File: src/rtl/imm_gen_stage_pkg.sv
// Shared definitions for the immediate generation stage: immediate format
// encodings and the legal datapath widths, also used by the control decoder.
package imm_gen_stage_pkg;

    typedef enum logic [2:0] {
        IMM_I     = 3'b000,
        IMM_S     = 3'b001,
        IMM_B     = 3'b010,
        IMM_U     = 3'b011,
        IMM_J     = 3'b100,
        IMM_ZIMM  = 3'b101,
        IMM_SHAMT = 3'b110,
        IMM_ILL   = 3'b111
    } imm_src_e;

    localparam int unsigned XLEN_32 = 32;
    localparam int unsigned XLEN_64 = 64;

    function automatic logic xlen_legal(input int unsigned xlen);
        return (xlen == XLEN_32) || (xlen == XLEN_64);
    endfunction

endpackage

File: src/rtl/imm_ext_fmt.sv
// Combinational immediate extraction and extension for one instruction word.
module imm_ext_fmt
    import imm_gen_stage_pkg::*;
#(
    parameter int unsigned XLEN = 32
) (
    input  logic [31:0]     instr,
    input  logic [2:0]      imm_src,
    output logic [XLEN-1:0] imm,
    output logic            err
);

    // Opcode bits never contribute to an immediate.
    logic unused_opcode;
    assign unused_opcode = ^instr[6:0];

    // Signed formats start from a sign fill and then overwrite the low bits.
    always_comb begin
        imm = '0;
        err = 1'b0;
        unique case (imm_src)
            IMM_I: begin
                imm       = {XLEN{instr[31]}};
                imm[11:0] = instr[31:20];
            end
            IMM_S: begin
                imm       = {XLEN{instr[31]}};
                imm[11:0] = {instr[31:25], instr[11:7]};
            end
            IMM_B: begin
                imm       = {XLEN{instr[31]}};
                imm[12:0] = {instr[31], instr[7], instr[30:25], instr[11:8], 1'b0};
            end
            IMM_U: begin
                imm       = {XLEN{instr[31]}};
                imm[31:0] = {instr[31:12], 12'b0};
            end
            IMM_J: begin
                imm       = {XLEN{instr[31]}};
                imm[20:0] = {instr[31], instr[19:12], instr[20], instr[30:21], 1'b0};
            end
            IMM_ZIMM: begin
                imm[4:0] = instr[19:15];
            end
            IMM_SHAMT: begin
                if (XLEN == XLEN_64) begin
                    imm[5:0] = instr[25:20];
                end else begin
                    imm[4:0] = instr[24:20];
                end
            end
            IMM_ILL: begin
                err = 1'b1;
            end
        endcase
    end

endmodule

File: src/rtl/imm_gen_stage.sv
// Immediate generation pipeline stage: extends the immediate at the input side
// and holds results in a two-entry skid buffer (output register + skid register).
module imm_gen_stage
    import imm_gen_stage_pkg::*;
#(
    parameter int unsigned XLEN  = 32,
    parameter int unsigned CNT_W = 16
) (
    input  logic             clk,
    input  logic             rst,
    input  logic             flush,
    input  logic             in_valid,
    output logic             in_ready,
    input  logic [31:0]      instr,
    input  logic [2:0]       imm_src,
    output logic             out_valid,
    input  logic             out_ready,
    output logic [XLEN-1:0]  imm_ext,
    output logic [31:0]      instr_q,
    output logic             imm_err,
    output logic [CNT_W-1:0] err_cnt
);

    logic [XLEN-1:0]  new_imm;
    logic             new_err;

    logic             out_valid_q, out_valid_d;
    logic [XLEN-1:0]  out_imm_q, out_imm_d;
    logic [31:0]      out_instr_q, out_instr_d;
    logic             out_err_q, out_err_d;

    logic             skid_valid_q, skid_valid_d;
    logic [XLEN-1:0]  skid_imm_q, skid_imm_d;
    logic [31:0]      skid_instr_q, skid_instr_d;
    logic             skid_err_q, skid_err_d;

    logic [CNT_W-1:0] err_cnt_q, err_cnt_d;

    logic             in_xfer;
    logic             out_xfer;

    imm_ext_fmt #(
        .XLEN (XLEN)
    ) u_imm_ext_fmt (
        .instr   (instr),
        .imm_src (imm_src),
        .imm     (new_imm),
        .err     (new_err)
    );

    // in_ready comes straight from the skid flop, so out_ready never reaches it.
    assign in_ready  = ~skid_valid_q;
    assign in_xfer   = in_valid & in_ready;
    assign out_xfer  = out_valid_q & out_ready;

    assign out_valid = out_valid_q;
    assign imm_ext   = out_imm_q;
    assign instr_q   = out_instr_q;
    assign imm_err   = out_err_q;
    assign err_cnt   = err_cnt_q;

    always_comb begin
        out_valid_d  = out_valid_q;
        out_imm_d    = out_imm_q;
        out_instr_d  = out_instr_q;
        out_err_d    = out_err_q;
        skid_valid_d = skid_valid_q;
        skid_imm_d   = skid_imm_q;
        skid_instr_d = skid_instr_q;
        skid_err_d   = skid_err_q;
        err_cnt_d    = err_cnt_q;

        if (flush) begin
            out_valid_d  = 1'b0;
            skid_valid_d = 1'b0;
        end else begin
            if (!out_valid_q || out_xfer) begin
                // Output register is free this edge: refill from skid first to keep order.
                if (skid_valid_q) begin
                    out_valid_d  = 1'b1;
                    out_imm_d    = skid_imm_q;
                    out_instr_d  = skid_instr_q;
                    out_err_d    = skid_err_q;
                    skid_valid_d = in_xfer;
                    if (in_xfer) begin
                        skid_imm_d   = new_imm;
                        skid_instr_d = instr;
                        skid_err_d   = new_err;
                    end
                end else begin
                    out_valid_d = in_xfer;
                    if (in_xfer) begin
                        out_imm_d   = new_imm;
                        out_instr_d = instr;
                        out_err_d   = new_err;
                    end
                end
            end else if (in_xfer) begin
                skid_valid_d = 1'b1;
                skid_imm_d   = new_imm;
                skid_instr_d = instr;
                skid_err_d   = new_err;
            end

            if (in_xfer && new_err && (err_cnt_q != '1)) begin
                err_cnt_d = err_cnt_q + CNT_W'(1);
            end
        end
    end

    always_ff @(posedge clk or posedge rst) begin
        if (rst) begin
            out_valid_q  <= 1'b0;
            out_imm_q    <= '0;
            out_instr_q  <= '0;
            out_err_q    <= 1'b0;
            skid_valid_q <= 1'b0;
            skid_imm_q   <= '0;
            skid_instr_q <= '0;
            skid_err_q   <= 1'b0;
            err_cnt_q    <= '0;
        end else begin
            out_valid_q  <= out_valid_d;
            out_imm_q    <= out_imm_d;
            out_instr_q  <= out_instr_d;
            out_err_q    <= out_err_d;
            skid_valid_q <= skid_valid_d;
            skid_imm_q   <= skid_imm_d;
            skid_instr_q <= skid_instr_d;
            skid_err_q   <= skid_err_d;
            err_cnt_q    <= err_cnt_d;
        end
    end

endmodule

File: config.mk
export PLATFORM = sky130hd
export DESIGN_NAME = imm_gen_stage
export DESIGN_NICKNAME = d
export VERILOG_FILES = /design/src/rtl/imm_gen_stage_pkg.sv /design/src/rtl/imm_ext_fmt.sv /design/src/rtl/imm_gen_stage.sv
export SDC_FILE = /design/constraint.sdc
export NUM_CORES = 1
export LEC_CHECK = 0
export ABC_CLOCK_PERIOD_IN_PS = 8230
export BUFFER_PORTS_ARGS = -buffer_cell sky130_fd_sc_hd__buf_4
export CAP_MARGIN = 20
export CORE_MARGIN = 5
export CORE_UTILIZATION = 38
export CTS_CLUSTER_SIZE = 28
export DETAILED_ROUTE_END_ITERATION = 10
export GPL_TIMING_DRIVEN = 0
export PLACE_DENSITY = 0.61
export SYNTH_ARGS = -nofsm -noshare
export SYNTH_HDL_FRONTEND = slang
export SYNTH_HIERARCHICAL = 1
export SYNTH_SLANG_ARGS = --single-unit
File: constraint.sdc
create_clock -name clk -period 8.23 [get_ports clk]
set_input_delay 0.823 -clock clk [delete_from_list [all_inputs] [get_ports clk]]
set_output_delay 0.823 -clock clk [all_outputs]
set_load 0.05 [all_outputs]
== After elaboration in Yosys (flattened, before gate mapping) ==
Index checks and enable logic that the tools add are counted.

* Output and inout bits: 83
* Input bits: 40
* Logic and storage cells: 61
* Bits in registers: 148

* Add/sub/neg operators: 1
* Multiplexer cells: 25
* Reduce and logical (&&, ||, !) cells: 13
* Bitwise logic cells: 4
* Eq/ne operators: 9

{| class="wikitable"
|+ Operator list
! operator !! count
|-
| two-way mux 32 bit || 10
|-
| case mux 27 bit (4 select lines) || 1
|-
| case mux 5 bit (5 select lines) || 1
|-
| adder 16 x 1 -> 16 bit, second input constant || 1
|-
| != test 16 bit, second input constant || 1
|-
| two-way mux 1 bit || 13
|-
| == test 3 bit, second input constant || 4
|-
| == test 3 x 2 -> 1 bit, second input constant || 2
|-
| AND reduction 2 bit || 2
|-
| nonzero test 2 bit || 2
|-
| OR reduction 2 bit || 2
|-
| == test 3 x 1 -> 1 bit, second input constant || 1
|-
| zero test 3 bit || 1
|-
| AND reduction 3 bit || 1
|-
| nonzero test 3 bit || 1
|-
| AND 1 bit || 2
|-
| logical AND 1 bit || 2
|-
| != test 2 bit, second input constant || 1
|-
| inverter 1 bit || 2
|-
| zero test 1 bit || 1
|-
| logical OR 1 bit || 1
|}

== Longest topological paths before layout ==
Gate-level depths: netlist of the first run.

* Word-level depth: 6
* Gate-level depth with buffers: 8
* Depth with buffers taken out: 5

== Hierarchy ==
Netlist of the first run, hierarchy kept.

{| class="wikitable"
|+ Modules (own cells, without submodules)
! module !! area an instance (um^2) !! times used !! cells an instance
|-
| imm_gen_stage || 6347.3 || 1 || 507
|-
| imm_ext_fmt || 653.1 || 1 || 99
|}

== Worst setup path after synthesis of the first run ==
No wires, ideal clock.

* Path kind: input-to-reg
* Start point: in imm_src[2]
* End point: reg err_cnt_q[15], in the netlist err_cnt[15]
* Library setup time: 0.125 ns
* Cell stages on the path: 8
* Data arrival time: 2.414 ns
* Data required time: 8.105 ns
* Slack: 5.692 ns
* Cells stage by stage: buf_6 > buf_4 > buf_2 > and3_1 > nand4bb_4 > nor2_4 > nor4b_2 > mux2_2

* Word-level cells in the longest chain between the ends: 5

{| class="wikitable"
|+ Ends and longest elaborated chain
! item !! line !! text
|-
| start, declared || imm_gen_stage.sv:15 || <nowiki>input logic [2:0] imm_src,</nowiki>
|-
| == test 3 bit || imm_ext_fmt.sv:21 || <nowiki>unique case (imm_src)</nowiki>
|-
| two-way mux 1 bit || imm_ext_fmt.sv:21 ||
|-
| via new_err || imm_gen_stage.sv:25 || <nowiki>logic new_err;</nowiki>
|-
| logical AND 1 bit (2 in a row) || imm_gen_stage.sv:105 || <nowiki>if (in_xfer && new_err && (err_cnt_q != '1)) begin</nowiki>
|-
| AND reduction 2 bit (no line) || -- ||
|-
| end signal, assigned || imm_gen_stage.sv:131 || <nowiki>err_cnt_q <= err_cnt_d;</nowiki>
|-
| end, declared || imm_gen_stage.sv:37 || <nowiki>logic [CNT_W-1:0] err_cnt_q, err_cnt_d;</nowiki>
|}

The timed path passes the listed nets, and every way through them passes these cells.
A chain may end at the register's enable or synchronous reset.

== Worst setup path in the final report of the first run ==
* Start point: reg skid_valid_q
* End point: out in_ready

* Word-level cells in the longest chain between the ends: 1

{| class="wikitable"
|+ Ends and longest elaborated chain
! item !! line !! text
|-
| start, declared || imm_gen_stage.sv:32 || <nowiki>logic skid_valid_q, skid_valid_d;</nowiki>
|-
| start signal, assigned || imm_gen_stage.sv:127 || <nowiki>skid_valid_q <= skid_valid_d;</nowiki>
|-
| inverter 1 bit || imm_gen_stage.sv:52 || <nowiki>assign in_ready = ~skid_valid_q;</nowiki>
|-
| end, declared || imm_gen_stage.sv:13 || <nowiki>output logic in_ready,</nowiki>
|}

No other way between the ends.

==> results of run 1 <==
## power by group
group,internal (mW),switching (mW)
Sequential,0.868,0.0828
Combinational,0.216,0.382
Clock,0.432,0.302
Total,1.52,0.767
## worst max-delay path, stage by stage, from the launching register on
cell	delay [ns]
dfrtp_1	0.34
buf_6	0.12
buf_2	0.27
buf_2	0.35
inv_1	0.08
buf_4	0.20
## registers in the layout, summed over array words and instances, names as in the netlist
name,count
out_valid,1
imm_ext,32
skid_instr_q,32
skid_err_q,1
skid_valid_q,1
skid_imm_q,32
imm_err,1
err_cnt,16
instr_q,32
## final cells by class
cell class / count / area (µm²) / share of cell area (%)
Clock buffer: 20 / 456.7 / 5.205
Tap cell: 229 / 286.5 / 3.265
Buffer: 44 / 257.7 / 2.937
Sequential cell: 148 / 3704 / 42.21
Clock inverter: 12 / 105.1 / 1.198
Multi-Input combinational cell: 409 / 3020 / 34.42
Timing Repair Buffer: 120 / 920.9 / 10.49
Inverter: 5 / 23.77 / 0.2709
## path summary, 6_finish.rpt
| kind | start | endpoint | slack, ns |
|---|---|---|---|
| max | skid_valid_q | in_ready | 5.62 |
| min | err_cnt[11] | err_cnt[11] | 0.49 |
| max reg2reg | out_valid | skid_instr_q[28] | 6.40 |
| min reg2reg | err_cnt[11] | err_cnt[11] | 0.49 |
| max in group asynchronous | rst | imm_ext[6] | 6.92 |
| min in group asynchronous | rst | instr_q[23] | 0.51 |
## logic make-up (layout without fill, tap and decap cells)
family / Yosys count / in the layout / synth area share (%)
AO/OA/AOI/OAI: 128 / 128 / 10.31
AND/OR/NAND/NOR: 131 / 131 / 10.28
flip-flops: 148 / 148 / 52.90
buffers and inverters: 49 / 201 / 3.950
multiplexers: 138 / 138 / 20.97
XOR/XNOR: 10 / 10 / 1.251
adder cells (fa/ha/maj): 2 / 2 / 0.3395
## metrics by stage
stage	util [%]	hold WS, ns
finish	48.68	0.4944
global route	48.68	0.5185
CTS	48.68	0.4966
detailed placement	45.56	0.4890
global placement	45.38	0.4845
floorplan	-	0.4791
## per-layer routing
layer / global-route usage [%] / up-vias / wire (µm)
met5: 0 / - / 0
met4: 4.384 / 0 / 241
li1: - / 2424 / -
met2: 26.74 / 123 / 8404
met3: 5.481 / 20 / 1051
met1: 22.06 / 2562 / 7828
## Yosys cell counts (4+ instances only)
master | instances | area share, %
dfrtp_1 | 148 | 53
a31oi_1 | 4 | 0.36
nand3_1 | 6 | 0.43
nand4_1 | 6 | 0.54
o22ai_1 | 9 | 0.80
buf_6 | 7 | 1.1
mux2i_1 | 69 | 9.9
a21oi_1 | 89 | 6.4
a211o_1 | 4 | 0.50
buf_2 | 28 | 2.0
xnor2_1 | 8 | 1.0
and2_1 | 5 | 0.45
clkbuf_1 | 7 | 0.38
nor2_1 | 75 | 4.0
o21ai_0 | 6 | 0.43
nand2_1 | 4 | 0.21
inv_1 | 5 | 0.27
a21o_1 | 11 | 1.2
and3_1 | 5 | 0.45
nor2b_1 | 10 | 0.89
mux2_2 | 67 | 11
==> results, run 1 <==
- The standard cell core area is 0.01802 mm².
- The number of levels in the clock H-tree is 4.
- The total global routing overflow is 0.
- Summing the sequential cell areas from Yosys gives 52.90% of the chip area.
- Summing internal, switching and leakage power gives 2.283 mW.
- The worst max-slew margin expressed relative to the limit is a little over half.
- The first global-routing pass estimated 28.79 mm of wire.
- In this run the mean area of a mapped cell was 11.55 µm².
- The number of placed instances, taps included, is around 960.
- Setup violations remaining at the end of the flow were counted as 0.
- In this run the cell area of the synthesized design comes to 0.007000 mm².
- The remaining antenna violation count is 0.
- The die covers 0.02124 mm².
- Summed over all cells, the static leakage comes to 3.935 nW.
- The post-synth net total is 647.
- Counting instances, the worst hold path has a depth of 1.
- In the synthesized netlist the dominant register cell turns out to be dfrtp_1.
- Global routing consumed, over all layers together, 16.76% of the routing resources.
- The highest clock frequency the design can meet is 383.4 MHz.
- The run finished with clean final reports.
- The total count of hold-check failures in the final report was 0.
- The post-layout net count is between 700 and 800.
- The transition time at the pin with the least slew margin is 0.6779 ns.
- The total wirelength of the detailed-routed design is 17.53 mm.
- The vertical extent of the die is 145.7 µm.
- The number of synthesized flops with an enable pin is 0.
- The worst setup path is captured at a primary output.
- The clock-pin slew on the worst setup and hold paths is 0.06 ns.
- Detailed placement finished with a half-perimeter wire length of around 13 mm.
- Counting every sink on the clock net gives approximately 150.
- The detailed router's first-iteration violation count is 209.
- The number of ports placed on the die boundary is about 120.
- The total number of vias is 5129.
- The post-layout minimum cycle time is 2.608 ns.
- The post-route netlist has ~36% of its cells at a drive strength greater than 1.
- After the flow finishes, the layout carries non-filler instances totaling between 900 and 1000.
- The gate count after technology mapping is 606.
- STA classifies the critical path startpoint as a flop.
- Clock latency on the worst-skew pair, taken at its later pin, is 0.42 ns.
- The number of antenna diodes in the final layout is 0.
- The number of cells upsized or downsized after cts is 0.
- The worst setup path is of the flop to primary output kind.
- During synthesis, Yosys emitted a total of 6 warnings.
- In this run the worst hold path is classified as flop to flop.
- The CTS tree is done.
- The power density of the placed cells is roughly 260 mW/mm².
- The number of hold buffers added after CTS was 0.
- STA puts the critical path data required time at 7.41 ns.
- The pin count of the biggest net entering global routing is 76.
- The share of flip-flops with an asynchronous set or reset after synthesis is 100.0%.
- The number of setup buffers added after CTS is 0.
- Routability-driven placement finished with a final weighted congestion of ~0.79.
- The library cell used most frequently in the layout, excluding fill and tap cells, is dfrtp_1.
- The count of maximum capacitance violations is 0.
- The initial utilization of the core area, before any placement, comes to roughly 39%.
- The buffer levels on the longest clock path is 2.
- From synthesis to final layout, the design area changed by 25.34%.
- The number of antenna violations at the first check in global routing is 0.
- The number of cells on the worst reg-to-reg path is 5.
- The critical-path maximum fanout is 10.
- Dividing the final minimum period by the clock period gives 31.69%.
- STA puts the critical path data arrival time at around 1.8 ns.
- The placed instances occupy a cell area of 0.008213 mm².
- The tree is rooted in a clkbuf_16.
- After layout, the worst setup slack is 5.622 ns.
- The die is around 150 µm wide.
- The vias per cell is 5.197.
- The maximum clock skew at final layout is 0.005889 ns.
- In the layout the commonest cells are 148 x dfrtp_1, 120 x buf_4, 89 x a21oi_1.
- The number of global-route vias before repair is 5303.
- The final setup TNS is 0 ns.
- Counting the buffers created by CTS gives 17.
- Prior to clock tree synthesis, the placed netlist has a worst setup slack of 5.381 ns.
- The number of detailed-route iterations in the first pass is 4.
- Buffers placed on the I/O ports in this run total 119.
- The row count is between 40 and 50.
- Counting the fill cells in the layout gives about 1700.
- The count of state elements after synthesis is roughly 150.
- The number of library cell types mapped by synthesis is 49.
- Setup repair after global routing left no endpoint under its margin.
- Once layout is done, the placed cells without fillers occupy 0.008775 mm².
- After detailed routing, the average wire length per cell comes to 17.76 µm.
- The max-slew violation total from the final report came to 0.
- Across the VDD grid, the largest voltage drop is 166.2 µV.
- The number of DRC violations after detailed routing is 0.
Power figures use the tool's default switching activity.
==> inputs of run 2 (changes only) <==
--- a/config.mk
+++ b/config.mk
@@ -5,7 +5,7 @@
 export SDC_FILE = /design/constraint.sdc
 export NUM_CORES = 1
 export LEC_CHECK = 0
-export ABC_CLOCK_PERIOD_IN_PS = 8230
+export ABC_CLOCK_PERIOD_IN_PS = 2150
 export BUFFER_PORTS_ARGS = -buffer_cell sky130_fd_sc_hd__buf_4
 export CAP_MARGIN = 20
 export CORE_MARGIN = 5
@@ -13,7 +13,7 @@
 export CTS_CLUSTER_SIZE = 28
 export DETAILED_ROUTE_END_ITERATION = 10
 export GPL_TIMING_DRIVEN = 0
-export PLACE_DENSITY = 0.61
+export PLACE_DENSITY = 0.63
 export SYNTH_ARGS = -nofsm -noshare
 export SYNTH_HDL_FRONTEND = slang
 export SYNTH_HIERARCHICAL = 1
==> constraint.sdc (replaced) <==
create_clock -name clk -period 2.15 [get_ports clk]
set_input_delay 0.215 -clock clk [delete_from_list [all_inputs] [get_ports clk]]
set_output_delay 0.215 -clock clk [all_outputs]
set_load 0.05 [all_outputs]
==> run 2 against run 1 <==
Compared with the run above:
- combinational power grew to 3.9 times the previous value
- sequential share of layout area is 0.26 points lower
- hold slack lost 0.45 ns
- register-to-register slack worse by 6.1 ns
==> results, run 2 (same netlist as run 1, synthesis figures left out) <==
- The overall fraction of global-route tracks in use was 16.79% (+0.033 points).
- The number of DRC violations after detailed routing is 0 (unchanged).
- The number of clock buffers inserted by TritonCTS is 17 (unchanged).
- The switching power total was 2.921 mW (+280%).
- The share of total power in sequential cells is 41.4% (-0.2 points).
- The number of antenna violations at the first check in global routing is 0 (unchanged).
- The proportion of layout cells with a drive suffix above 1 is 35.56% (-0.19 points).
- The internal power is 5.871 mW (+290%).
- The clock network power share is 32.2% (about the same).
- The detailed router's first-iteration violation count is 214 (+2.4%).
- The worst-skew pair later-pin latency is 0.41 ns (about the same).
- The pin count of the biggest net entering global routing is 44 (-42%).
- The highest clock frequency the design can meet is just over 500 MHz.
- The total number of vias is 5138 (+0.18%).
- The critical-path maximum fanout is 10 (unchanged).
- The maximum resistive drop on vdd came to 666.7 µV (+300%).
- The worst setup path is launched from a flop.
- Among the stages of the critical path, the cell type that occurs most often is buf_2.
- The area of the multi-input gates is 0.003020 mm² (unchanged).
- In the layout the commonest cells are 148 x dfrtp_1, 120 x buf_4, 89 x a21oi_1.
- The worst endpoint required time is 1.93 ns (-5.48 ns).
- The endpoint kind of the worst setup timing path is a primary output.
- The post-detailed-placement half-perimeter wirelength is 13.40 mm (+2.1%).
- The number of levels in the clock H-tree came to 4 (unchanged).
- The fill cell instance count of the final layout was 1643 (-2.2%).
- The count of maximum capacitance violations is 0 (unchanged).
- The largest incremental delay on the critical path is 0.34 ns (about the same).
- The first-pass GRT wire length is 28.95 mm (+0.58%).
- The library cell used most frequently in the layout, excluding fill and tap cells, is dfrtp_1.
- The type of the most critical hold path is input pin to flop.
- The post-route fraction of the period consumed by the critical path is between 90 and 100%.
- The vertical extent of the die is 145.7 µm (unchanged).
- The transition time at the pin with the least slew margin is 0.6557 ns (-0.02214 ns).
- The row count is 49 (unchanged).
- The slowest stage of the critical path is the dfrtp_1 cell.
- The post-layout net count came to 790 (+0.51%).
- The power density of the placed cells is 995.7 mW/mm² (+280%).
- The buffer levels on the longest clock path is 2 (unchanged).
- The cell chosen for the clock root is clkbuf_16.
- The power share of the combinational group came to 26.3% (about the same).
- The number of input and output port buffers inserted was 119 (unchanged).
- The total global routing overflow is 0 (unchanged).
- TritonCTS built the clock tree.
- The standard cell core area is 0.01802 mm² (unchanged).
- The run finished with clean final reports.
- The number of ports placed on the die boundary was 123 (unchanged).
- The final setup TNS is 0 ns (unchanged).
- The post-layout minimum cycle time is 1.970 ns.
- The total power after layout is 8.792 mW (+290%).
- The remaining antenna violation count is 0 (unchanged).
- The clock-pin slew on the worst setup and hold paths is 0.06 ns (about the same).
- The max-slew violation total from the final report came to 0 (unchanged).
- The starting density of the core is 38.84% (unchanged).
- The antenna diode instance count is 0 (unchanged).
- The reported leakage power came to 3.954 nW (+0.49%).
- The number of clock sinks seen by CTS was 148 (unchanged).
- The class of the most critical setup path is flop to primary output.
- The vias per cell is 5.185 (-0.23%).
- The critical path goes through buf_6 -> buf_2 -> buf_2 -> inv_1 -> buf_4.
- Setup repair after global routing left no endpoint under its margin.
- The number of buffers inserted to repair setup after CTS was 0 (unchanged).
- The width of the die was 145.7 µm (unchanged).
- The maximum clock skew at final layout is 0.008344 ns (+0.002455 ns).
- The worst max-slew margin expressed relative to the limit is 56.19% (+1.4 points).
- The cell area after placement is 0.008244 mm² (+0.38%).
- The arrival time reported for the critical path endpoint is 1.76 ns (-0.02 ns).
- The number of detailed-route iterations in the first pass is 4 (unchanged).
- The post-layout instance count excluding filler cells was 991 (+0.41%).
- The detail-routed net length per standard cell came to 17.96 µm (+1.1%).
- The number of global-route vias before repair is 5401 (+1.8%).
- The cell area after layout is 0.008830 mm² (+0.63%).
- The routability congestion estimate is 0.8073 (+1.9%).
- The overall die area came to 0.02124 mm² (unchanged).
- From synthesis to final layout, the design area changed by 26.13%.
- The total count of hold-check failures in the final report is 0 (unchanged).
- The number of cells in the design after placement came to 957 (+0.21%).
- The total setup violations reported at the end of the flow is 0 (unchanged).
- The fraction of power spent switching nets is 33.22% (-0.38 points).
- The total wirelength of the detailed-routed design is 17.80 mm (+1.6%).
- The total area of sequential cells came to 0.003704 mm² (unchanged).
-- run 2: worst paths after layout --
kind                          startpoint  slack (ns)               to  cells after the start
setup / recovery            skid_valid_q        0.18         in_ready                      5
hold / removal                  instr[2]        0.04  skid_instr_q[2]                      2
setup reg to reg              err_cnt[0]        0.30       err_cnt[1]                      5
hold reg to reg            skid_imm_q[1]        0.51    skid_imm_q[1]                      1
max in group asynchronous            rst        1.06   skid_imm_q[25]                      4
min in group asynchronous            rst        0.45       err_cnt[5]                      3
-- run 2: metrics by stage --
stage          util, %  setup slack, ns  hold WS, ns
2_1_floorplan        -          0.07401       0.2781
3_3_place_gp     45.40          -0.8072       0.4242
3_5_place_dp     45.74         -0.06387       0.3469
4_1_cts          48.99           0.1562      0.02448
5_1_grt          48.99          0.07934      0.02276
6_report         48.99           0.1800      0.04014
-- run 2: worst max-delay path: cells and delay by family, from the launching register on --
family   cells  cell delay [ns]
buf+inv      5             0.99
flops        1             0.34
-- run 2: timing repair --
action	4_1_cts	5_1_grt
hold buffers	2	0
endpoints found under the hold margin	24	0
gates resized for setup	0	0
-- run 2: power groups by stage --
stage | Sequential, mW | Combinational [mW] | Clock [mW]
after global placement | 3.65 | 2.28 | 0
after detailed placement | 3.69 | 2.33 | 0
after global routing | 3.71 | 2.48 | 3.03
after floorplan | 4.44 | 0.781 | 0
final | 3.64 | 2.31 | 2.83
after CTS | 3.64 | 2.34 | 2.90
-- run 2: routing by layer --
layer,global-route usage (%),vias to the layer above,wire length [µm]
met5,0,-,0
met4,5.830,0,412
met3,5.076,24,982
met2,26.56,145,8320
met1,21.97,2540,8083
li1,-,2429,-
-- run 2: layout make-up --
class / count / area share [%]
flip-flops and latches: 148 / 41.94
multi-input cells: 409 / 34.21
clock inverters: 8 / 0.8360
repair buffers: 124 / 11.02
clock buffers: 24 / 5.569
plain buffers: 44 / 2.919
inverters: 5 / 0.2551
well taps: 229 / 3.245
==> inputs of run 3 (changes only) <==
--- a/config.mk
+++ b/config.mk
@@ -13,7 +13,6 @@
 export CTS_CLUSTER_SIZE = 28
 export DETAILED_ROUTE_END_ITERATION = 10
 export GPL_TIMING_DRIVEN = 0
-export PLACE_DENSITY = 0.63
 export SYNTH_ARGS = -nofsm -noshare
 export SYNTH_HDL_FRONTEND = slang
 export SYNTH_HIERARCHICAL = 1
==> run 3 against run 2 <==
Compared with the run above:
- clock-buffer cell count decreased by 5
- utilization grew 0.28 points
- clock power increased by 6%
- final cell count did not move
- final area up 0.58%
- critical endpoint unchanged
- largest power group unchanged
==> results, run 3 (same netlist as run 1, synthesis figures left out) <==
- TritonCTS built the clock tree.
- The area of the multi-input gates is 0.003020 mm² (unchanged).
- The final setup TNS is 0 ns (unchanged).
- The worst reg2reg path endpoint is err_cnt[14].
- The worst flop-to-flop path startpoint is err_cnt[0].
- Tracing the worst setup path back leads to its startpoint at skid_valid_q.
- On the critical path the largest part of the delay comes from buffers and inverters.
- The number of buffer and inverter instances along the worst setup path is 5 (unchanged).
- The standard cell core area is 0.01802 mm² (unchanged).
- The maximum clock skew at final layout is 0.006276 ns (-0.002067 ns).
- Setup repair after global routing left no endpoint under its margin.
- The width of the die is 145.7 µm (unchanged).
- The most common cell after layout, fill and taps aside is dfrtp_1.
- The endpoint kind of the worst setup timing path is a primary output.
- The largest incremental delay on the critical path came to 0.34 ns (about the same).
- The number of global-route vias before repair is 5414 (+0.24%).
- The number of clock buffers inserted by TritonCTS came to 17 (unchanged).
- The detailed router's first-iteration violation count is 259 (+21%).
- The power density of the placed cells is 1009 mW/mm² (+1.4%).
- For this design, the slowest cell found on the critical path is dfrtp_1.
- The post-place setup slack was -0.07951 ns (-0.01564 ns).
- The type of the most critical hold path is input pin to flop.
- STA classifies the critical path startpoint as a flop.
- The pin count of the biggest net entering global routing is 33 (-25%).
- The reported leakage power came to 3.973 nW (+0.47%).
- The cell area after placement is 0.008264 mm² (+0.24%).
- The post-layout instance count excluding filler cells is 991 (unchanged).
- The total wirelength of the detailed-routed design is 17.84 mm (+0.21%).
- The overall fraction of global-route tracks in use came to 16.99% (+0.20 points).
- The maximum resistive drop on vdd was 646.4 µV (-3.0%).
- The worst endpoint required time is 1.93 ns (about the same).
- The vias per cell is 5.207 (+0.43%).
- The max-slew violation total from the final report is 0 (unchanged).
- The first-pass GRT wire length is 29.17 mm (+0.76%).
- The transition time at the pin with the least slew margin is 0.6930 ns (+0.03723 ns).
- The flow ran to the end, and the final reports show no timing, DRC or antenna violations.
- The critical path's most frequent cell is buf_2.
- The vertical extent of the die is 145.7 µm (unchanged).
- In this run the most used layer during global routing was met2.
- The detail-routed net length per standard cell is 18.00 µm (+0.21%).
- The number of antenna violations at the first check in global routing is 0 (unchanged).
- The met1 track demand over resource is 21.75% (-0.22 points).
- The antenna diode instance count is 0 (unchanged).
- The total global routing overflow came to 0 (unchanged).
- The clock-pin slew on the worst setup and hold paths came to 0.06 ns (about the same).
- The post-layout net count came to 791 (+0.13%).
- The count of maximum capacitance violations is 0 (unchanged).
- The number of input and output port buffers inserted is 119 (unchanged).
- The number of buffers inserted to repair setup after CTS came to 0 (unchanged).
- The starting density of the core is 38.84% (unchanged).
- The internal reg-to-reg setup slack came to 0.31 ns (about the same).
- The post-layout minimum cycle time came to 1.972 ns (+0.001726 ns).
- The class of the most critical setup path is flop to primary output.
- The post-detailed-placement half-perimeter wirelength is 13.55 mm (+1.1%).
- The met2 usage is 27.34% (+0.78 points).
- The post-layout worst setup margin is 0.1783 ns (-0.001726 ns).
- The number of clock sinks seen by CTS was 148 (unchanged).
- The fill cell instance count of the final layout is 1669 (+1.6%).
- The post-route fraction of the period consumed by the critical path is 91.71% (about the same).
- The number of levels in the clock H-tree is 4 (unchanged).
- The area growth from synthesis to layout is 26.86%.
- The met3 capacity usage during global routing was 4.921% (-0.16 points).
- The final cell utilization of the core was 49.27% (+0.28 points).
- The buffer levels on the longest clock path is 2 (unchanged).
- The remaining antenna violation count came to 0 (unchanged).
- The total stage count of the critical path came to 5 (unchanged).
- The number of cells in the design after placement is 958 (+0.10%).
- The number of DRC violations after detailed routing is 0 (unchanged).
- The highest clock frequency the design can meet is 507.2 MHz (about the same).
- The total count of hold-check failures in the final report was 0 (unchanged).
- The row count is 49 (unchanged).
- The number of hold buffers added after CTS is 2 (unchanged).
- The arrival time reported for the critical path endpoint is 1.76 ns (about the same).
- The overall die area is 0.02124 mm² (unchanged).
- The cell area after layout is 0.008881 mm² (+0.58%).
- The proportion of layout cells with a drive suffix above 1 was 35.83% (+0.26 points).
- The total area of sequential cells came to 0.003704 mm² (unchanged).
- The number of cells upsized or downsized after cts is 0 (unchanged).
- The worst max-slew margin expressed relative to the limit is 53.70% (-2.5 points).
- The critical-path maximum fanout is 10 (unchanged).
- The number of cells on the worst reg-to-reg path is 5 (unchanged).
- The total number of vias was 5160 (+0.43%).
- The cell chosen for the clock root is clkbuf_16.
- Traced cell by cell, the critical path runs through buf_6 -> buf_2 -> buf_2 -> inv_1 -> buf_4.
- The number of detailed-route iterations in the first pass was 5 (+1).
- In the layout the commonest cells are 148 x dfrtp_1, 120 x buf_4, 89 x a21oi_1.
- The critical path ends at in_ready.
- The worst-skew pair later-pin latency is 0.41 ns (about the same).
- The routability congestion estimate is 0.8045 (-0.35%).
- The total setup violations reported at the end of the flow was 0 (unchanged).
- The number of ports placed on the die boundary came to 123 (unchanged).
run 3: cell types whose count changed in the layout (fill, tap and decap cells not counted), sizes merged:
cell / previous run / this run
clkinvlp: 3 / 4
clkbuf: 32 / 27
bufinv: 1 / 3
buf: 158 / 159
inv: 5 / 6
run 3: metrics by stage:
step           hold WS [ns]  power, mW
6_report            0.03977      8.965
5_1_grt             0.02553      9.389
4_1_cts             0.02021      9.071
3_5_place_dp         0.3721      6.020
2_1_floorplan        0.2781      5.225
3_3_place_gp         0.4188      5.925
run 3: area by class of cell:
cell class	instances	share of cell area [%]
plain buffers	44	2.902
clock buffers	19	4.987
clock inverters	12	1.733
inverters	5	0.2536
multi-input cells	409	34.01
flip-flops and latches	148	41.70
well taps	229	3.226
repair buffers	125	11.19
run 3: how the worst min path moves through the flow:
stage,startpoint,endpoint,cells past startpoint
global placement,flush,out_valid,2
global route,instr[0],skid_instr_q[0],2
finish,instr[5],skid_instr_q[5],2
detailed placement,rst,instr_q[21],2
CTS,instr[5],skid_instr_q[5],2
floorplan,flush,out_valid,1
run 3: power breakdown:
group          internal (mW)  switching, mW
clock network           1.85           1.16
logic                  0.840           1.47
registers               3.32          0.323
total                   6.01           2.95
run 3: worst reg2reg max path: stages (launching register included):
cell and delay [ns]:
dfrtp_1 0.44, ha_1 0.31, nand3_1 0.24, nor3_4 0.25, nand4_1 0.16, mux2_1 0.34
run 3: layer usage:
layer  up-vias  wire (µm)
met5         -          0
met4         0        438
met3        30       1069
met2       141       8587
met1      2552       7739
li1       2437          -
